## src/rtl/shifter_operand_unit.sv

```systemverilog
// ARM operand-2 shifter feeding the ALU: decodes the operand source on the accepting edge,
// then rotates or shifts it one bit per clock until the requested amount has been applied.
module shifter_operand_unit #(
    parameter int unsigned WIDTH = 32,
    parameter int unsigned CNT_W = 6
) (
    input  logic             clk,
    input  logic             resetN,
    input  logic             start,
    input  logic [1:0]       mode,
    input  logic [1:0]       shiftType,
    input  logic [4:0]       shiftImm,
    input  logic [3:0]       rotateImm,
    input  logic [7:0]       imm8,
    input  logic [WIDTH-1:0] rm,
    input  logic [7:0]       rs,
    input  logic             carryIn,
    output logic [WIDTH-1:0] shifterOut,
    output logic             shifterCarry,
    output logic             busy,
    output logic             done
);

    typedef enum logic [1:0] {StIdle, StShift, StDone} state_e;

    localparam logic [1:0] TypeLsl = 2'b00;
    localparam logic [1:0] TypeLsr = 2'b01;
    localparam logic [1:0] TypeAsr = 2'b10;
    localparam logic [1:0] TypeRor = 2'b11;

    state_e             state_q, state_d;
    logic [WIDTH-1:0]   work_q, work_d;
    logic               carry_q, carry_d;
    logic [CNT_W-1:0]   cnt_q, cnt_d;
    logic [1:0]         type_q, type_d;
    logic               rrx_q, rrx_d;

    logic [WIDTH-1:0]   ld_work;
    logic               ld_carry;
    logic [CNT_W-1:0]   ld_cnt;
    logic [1:0]         ld_type;
    logic               ld_rrx;
    logic [WIDTH-1:0]   st_work;
    logic               st_carry;

    // Operand decode: source value, starting carry, step count and effective step kind.
    always_comb begin
        ld_work  = rm;
        ld_carry = carryIn;
        ld_cnt   = '0;
        ld_type  = shiftType;
        ld_rrx   = 1'b0;
        unique case (mode)
            2'b00: begin
                ld_work = {{(WIDTH-8){1'b0}}, imm8};
                ld_type = TypeRor;
                ld_cnt  = CNT_W'({rotateImm, 1'b0});
            end
            2'b01: begin
                unique case (shiftType)
                    TypeLsl: ld_cnt = CNT_W'(shiftImm);
                    TypeLsr, TypeAsr: ld_cnt = (shiftImm == 5'd0) ? CNT_W'(32) : CNT_W'(shiftImm);
                    default: begin
                        if (shiftImm == 5'd0) begin
                            ld_cnt = CNT_W'(1);
                            ld_rrx = 1'b1;
                        end else begin
                            ld_cnt = CNT_W'(shiftImm);
                        end
                    end
                endcase
            end
            2'b10: begin
                if (rs != 8'd0) begin
                    unique case (shiftType)
                        TypeAsr: ld_cnt = (rs >= 8'd32) ? CNT_W'(32) : CNT_W'(rs);
                        TypeRor: begin
                            ld_cnt = CNT_W'(rs[4:0]);
                            if (rs[4:0] == 5'd0) ld_carry = rm[WIDTH-1];
                        end
                        default: ld_cnt = (rs >= 8'd33) ? CNT_W'(33) : CNT_W'(rs);
                    endcase
                end
            end
            default: ;
        endcase
    end

    // One-bit step; RRX rotates the held carry in instead of bit 0.
    always_comb begin
        st_work  = work_q;
        st_carry = work_q[0];
        unique case (type_q)
            TypeLsl: begin
                st_carry = work_q[WIDTH-1];
                st_work  = {work_q[WIDTH-2:0], 1'b0};
            end
            TypeLsr: st_work = {1'b0, work_q[WIDTH-1:1]};
            TypeAsr: st_work = {work_q[WIDTH-1], work_q[WIDTH-1:1]};
            default: st_work = {(rrx_q ? carry_q : work_q[0]), work_q[WIDTH-1:1]};
        endcase
    end

    always_comb begin
        state_d = state_q;
        work_d  = work_q;
        carry_d = carry_q;
        cnt_d   = cnt_q;
        type_d  = type_q;
        rrx_d   = rrx_q;
        case (state_q)
            StIdle, StDone: begin
                if (start) begin
                    work_d  = ld_work;
                    carry_d = ld_carry;
                    cnt_d   = ld_cnt;
                    type_d  = ld_type;
                    rrx_d   = ld_rrx;
                    state_d = (ld_cnt == '0) ? StDone : StShift;
                end else if (state_q == StDone) begin
                    state_d = StIdle;
                end
            end
            StShift: begin
                work_d  = st_work;
                carry_d = st_carry;
                cnt_d   = (cnt_q == '0) ? '0 : cnt_q - CNT_W'(1);
                if (cnt_q <= CNT_W'(1)) state_d = StDone;
            end
            default: state_d = StIdle;
        endcase
    end

    always_ff @(posedge clk or negedge resetN) begin
        if (!resetN) begin
            state_q <= StIdle;
            work_q  <= '0;
            carry_q <= 1'b0;
            cnt_q   <= '0;
            type_q  <= 2'b00;
            rrx_q   <= 1'b0;
        end else begin
            state_q <= state_d;
            work_q  <= work_d;
            carry_q <= carry_d;
            cnt_q   <= cnt_d;
            type_q  <= type_d;
            rrx_q   <= rrx_d;
        end
    end

    assign shifterOut   = work_q;
    assign shifterCarry = carry_q;
    assign busy         = (state_q == StShift);
    assign done         = (state_q == StDone);

endmodule

```

## config.mk

```make
export PLATFORM = sky130hd
export DESIGN_NAME = shifter_operand_unit
export DESIGN_NICKNAME = d
export VERILOG_FILES = /design/src/rtl/shifter_operand_unit.sv
export SDC_FILE = /design/constraint.sdc
export NUM_CORES = 1
export LEC_CHECK = 0
export BUFFER_PORTS_ARGS = -buffer_cell sky130_fd_sc_hd__buf_4
export CAP_MARGIN = 0
export CORE_ASPECT_RATIO = 0.5
export CORE_UTILIZATION = 45
export DETAILED_ROUTE_END_ITERATION = 8
export HOLD_SLACK_MARGIN = 0.03
export PLACE_DENSITY = 0.77
export SLEW_MARGIN = 20
export SYNTH_ARGS = -nofsm -noshare
export SYNTH_HDL_FRONTEND = slang
export SYNTH_SLANG_ARGS = --single-unit
```

## constraint.sdc

```tcl
create_clock -name clk -period 1.7 [get_ports clk]
set_input_delay 0.34 -clock clk [delete_from_list [all_inputs] [get_ports clk]]
set_output_delay 0.34 -clock clk [all_outputs]
set_load 0.03 [all_outputs]
```

==> qor.yml <==
outcome:
  outcome: "finished with violations"
  violations: "setup timing"
layout:
  antenna_cells: 0
  post-route-util_pct: 70.9
  drive_gt1_share_pct: 32.7
  final_common_cell: "buf_4"
  fill_cells: 497
  finalNetCount: 568
  final_cells: 580
  layout_common_cells: "buf_4 (128), a21oi_1 (93), nand2_1 (82), dfrtp_1 (44), nor2_1 (33)"
  area_delta_synth_final_pct: 44.3
timing:
  final.setup_skew_ns: 0.00575
  setup_ws_ns: -0.0165
  fmax_mhz: 583
  hold_ws_ns: 0.0393
  post-route-period-util_pct: 101
  min_period_ns: 1.72
  final_hold_viol_count: 0
  rsz0062_at_grt: "yes"
  slew_viol_final: 0
  worstMarginPinSlew_ns: 0.570
  setup_violations: 1
  slew_headroom_pct: 62.0
drt:
  num_vias: 3104
  wl_per_cell_um: 13.5
  wl_mm: 7.83
  vias_per_cell: 5.35
  drc: 0
  postRouteAntennaNets: 0
  drt_pre_antenna_iters: 4
  first_iter_violations: 155
logic_synthesis:
  synth_fa_ha_area_share_pct: 3.10
  async_reset_ff_share_pct: 100
  syn_area_mm2: 0.00283
  synthesis.nets: 452
  synth-edff-count: 0
  synth_xor_area_share_pct: 0
  yosys.area.top_type: "dfrtp_1"
  synth-simple-area-share_pct: 23.6
  synth_top_family_by_area: "compound AO/OA/AOI/OAI gates"
  syn_inst: 380
  yosysUniqueCellTypes: 43
  synth_top_area_share_pct: 39.0
  syn_area_per_cell_um2: 7.43
  synth_compound_area_share_pct: 26.2
  seq_area_frac_synth_pct: 39.0
  ys_ff_latch: 44
  synth_warnings: 0
  synthFlopType: "dfrtp_1"
  synth.mux.area_fraction_pct: 3.50
  synthTopCellsByArea: "dfrtp_1 (39%), a21oi_1 (16%), nand2_1 (11%)"
placed_design:
  pre_cts_ws_ns: -0.253
  portBuffers: 99
  finalWeightedCongestion: 0.794
  dpl.cell_count: 572
  dp_hpwl_mm: 5.53
global_routing:
  grt_pass1_wl_mm: 12.8
  antenna_found_initial: 0
  grt_pass1_vias: 2803
  gr-total-overflow: 0
  grt_usage_pct: 24.4
  grt_start_max_net_pins: 47
setup_path:
  arrival_ns: 1.88
  ff2ff_setup_slack_ns: 0.03
  path_class: "in -> reg"
  regToRegEndpoint: "cnt_q[2]$_DFFE_PN0P_"
  crit_path_start_kind: "input pin"
  end_kind: "flop"
  required_ns: 1.86
  critPathMaxFanout: 5
  r2r-start: "cnt_q[5]$_DFFE_PN0P_"
  reg2reg_depth: 5
floorplanning:
  start_util_pct: 49.1
  ioPinCount: 100
  die_area_mm2: 0.00662
  core_area_mm2: 0.00575
  row_count: 19
  die_width_um: 114
  die_y_um: 58.0
power_and_ir_drop:
  p_leak_nw: 1.89
  power_frac_clock_pct: 12.2
  worst_ir_drop_vdd_mv: 0.878
  p_switching_mw: 3.69
  p_sw_share_pct: 48.7
  p_int_mw: 3.89
  p_per_area_mw_per_mm2: 1860
  power_mw: 7.58
  power_frac_seq_pct: 28.0
  power_frac_comb_pct: 59.7
clock_tree:
  cts_tree: "yes"
  clockRootBuffer: "clkbuf_16"
  clkLatencyLatePin_ns: 0.28
  postCtsHoldBufs: 0
  cts_htree_levels: 2
  clock_sinks: 44
  clkTransAtPathRegs_ns: 0.06
  cts_buffers: 5
  clock_path_buffers: 2
hold_path:
  hold_class: "in -> async"
run:
  maxCapViolCount: 0
-- per-stage QoR --
| step | setup TNS, ns | area (um2) |
|---|---|---|
| finish | -0.0165 | 4080 |
| global route | -0.197 | 4080 |
| CTS | 0 | 4020 |
| detailed placement | -1.51 | 3890 |
| global placement | -1.36 | 3890 |
| floorplan | -0.135 | 2840 |
-- synth_stat cells (2+ instances only) --
cell and number:
dfrtp_1 44, a22o_1 2, ha_1 7, nor2_1 36, buf_1 4, nand2_1 82, o31ai_1 2, or4_1 3
a221oi_1 2, nor3_1 7, mux2i_1 2, o22a_1 2, nand2b_1 4, buf_2 2, inv_1 10, clkbuf_1 17
o21ai_0 17, a31oi_1 3, nor3b_1 2, o211ai_1 2, nor2b_1 4, mux2_2 7, a21oi_1 93, nand3_1 7
-- kinds of logic (layout without fill, tap and decap cells) --
logic type / Yosys count / after routing
AO/OA/AOI/OAI: 133 / 133
AND/OR/NAND/NOR: 153 / 153
multiplexers: 9 / 9
adder cells (fa/ha/maj): 7 / 7
flip-flops: 44 / 44
buffers and inverters: 34 / 150
-- registers in the layout (all words and copies together) (netlist names) --
register and cells:
cnt_q 6, state_q 2, shifterOut 32, rrx_q 1, type_q 2, shifterCarry 1
-- how the worst max path moves through the flow --
stage | end | from
floorplan | cnt_q[0]$_DFFE_PN0P_ | rs[2]
global placement | state_q[1]$_DFFE_PN0P_ | rs[2]
detailed placement | cnt_q[0]$_DFFE_PN0P_ | rs[2]
CTS | cnt_q[2]$_DFFE_PN0P_ | cnt_q[5]$_DFFE_PN0P_
global route | cnt_q[5]$_DFFE_PN0P_ | cnt_q[0]$_DFFE_PN0P_
finish | cnt_q[0]$_DFFE_PN0P_ | rs[2]
-- power groups by stage --
stage               logic, mW  clock network [mW]  registers (mW)
floorplan                2.13                   0            2.82
detailed placement       4.41                   0            2.13
global placement         4.33                   0            2.11
finish                   4.53               0.928            2.13
CTS                      4.44               0.942            2.11
global route             5.01               0.975            2.20
-- layer usage --
metal / GRT usage [%] / share of wire, %
met5: 0 / 0
met4: 6.86 / 0.89
met2: 41.7 / 48
met3: 5.23 / 5.4
met1: 31.7 / 45
-- what timing repair did --
| action | CTS | global route |
|---|---|---|
| gates cloned | 0 | 0 |
| endpoints found under the setup margin | 1 | 26 |
| buffers inserted | 0 | 1 |
| pin swaps | 1 | 4 |
| gates resized for setup | 0 | 11 |
-- worst max-delay path: stages --
cell and delay (ns):
buf_4 0.11, or4_4 0.57, o2111a_1 0.26, a211o_1 0.27, nor3_1 0.21, o22ai_1 0.12
-- cell type report --
| class | instances | area [um2] | share of cell area (%) |
|---|---|---|---|
| clock inverters | 2 | 12.5 | 0.307 |
| repair buffers | 132 | 1030 | 25.3 |
| multi-input cells | 302 | 1660 | 40.7 |
| clock buffers | 5 | 125 | 3.07 |
| well taps | 84 | 105 | 2.58 |
| flip-flops and latches | 44 | 1100 | 27.0 |
| inverters | 11 | 42.5 | 1.04 |
No activity file was read; power rests on OpenSTA's default activity.
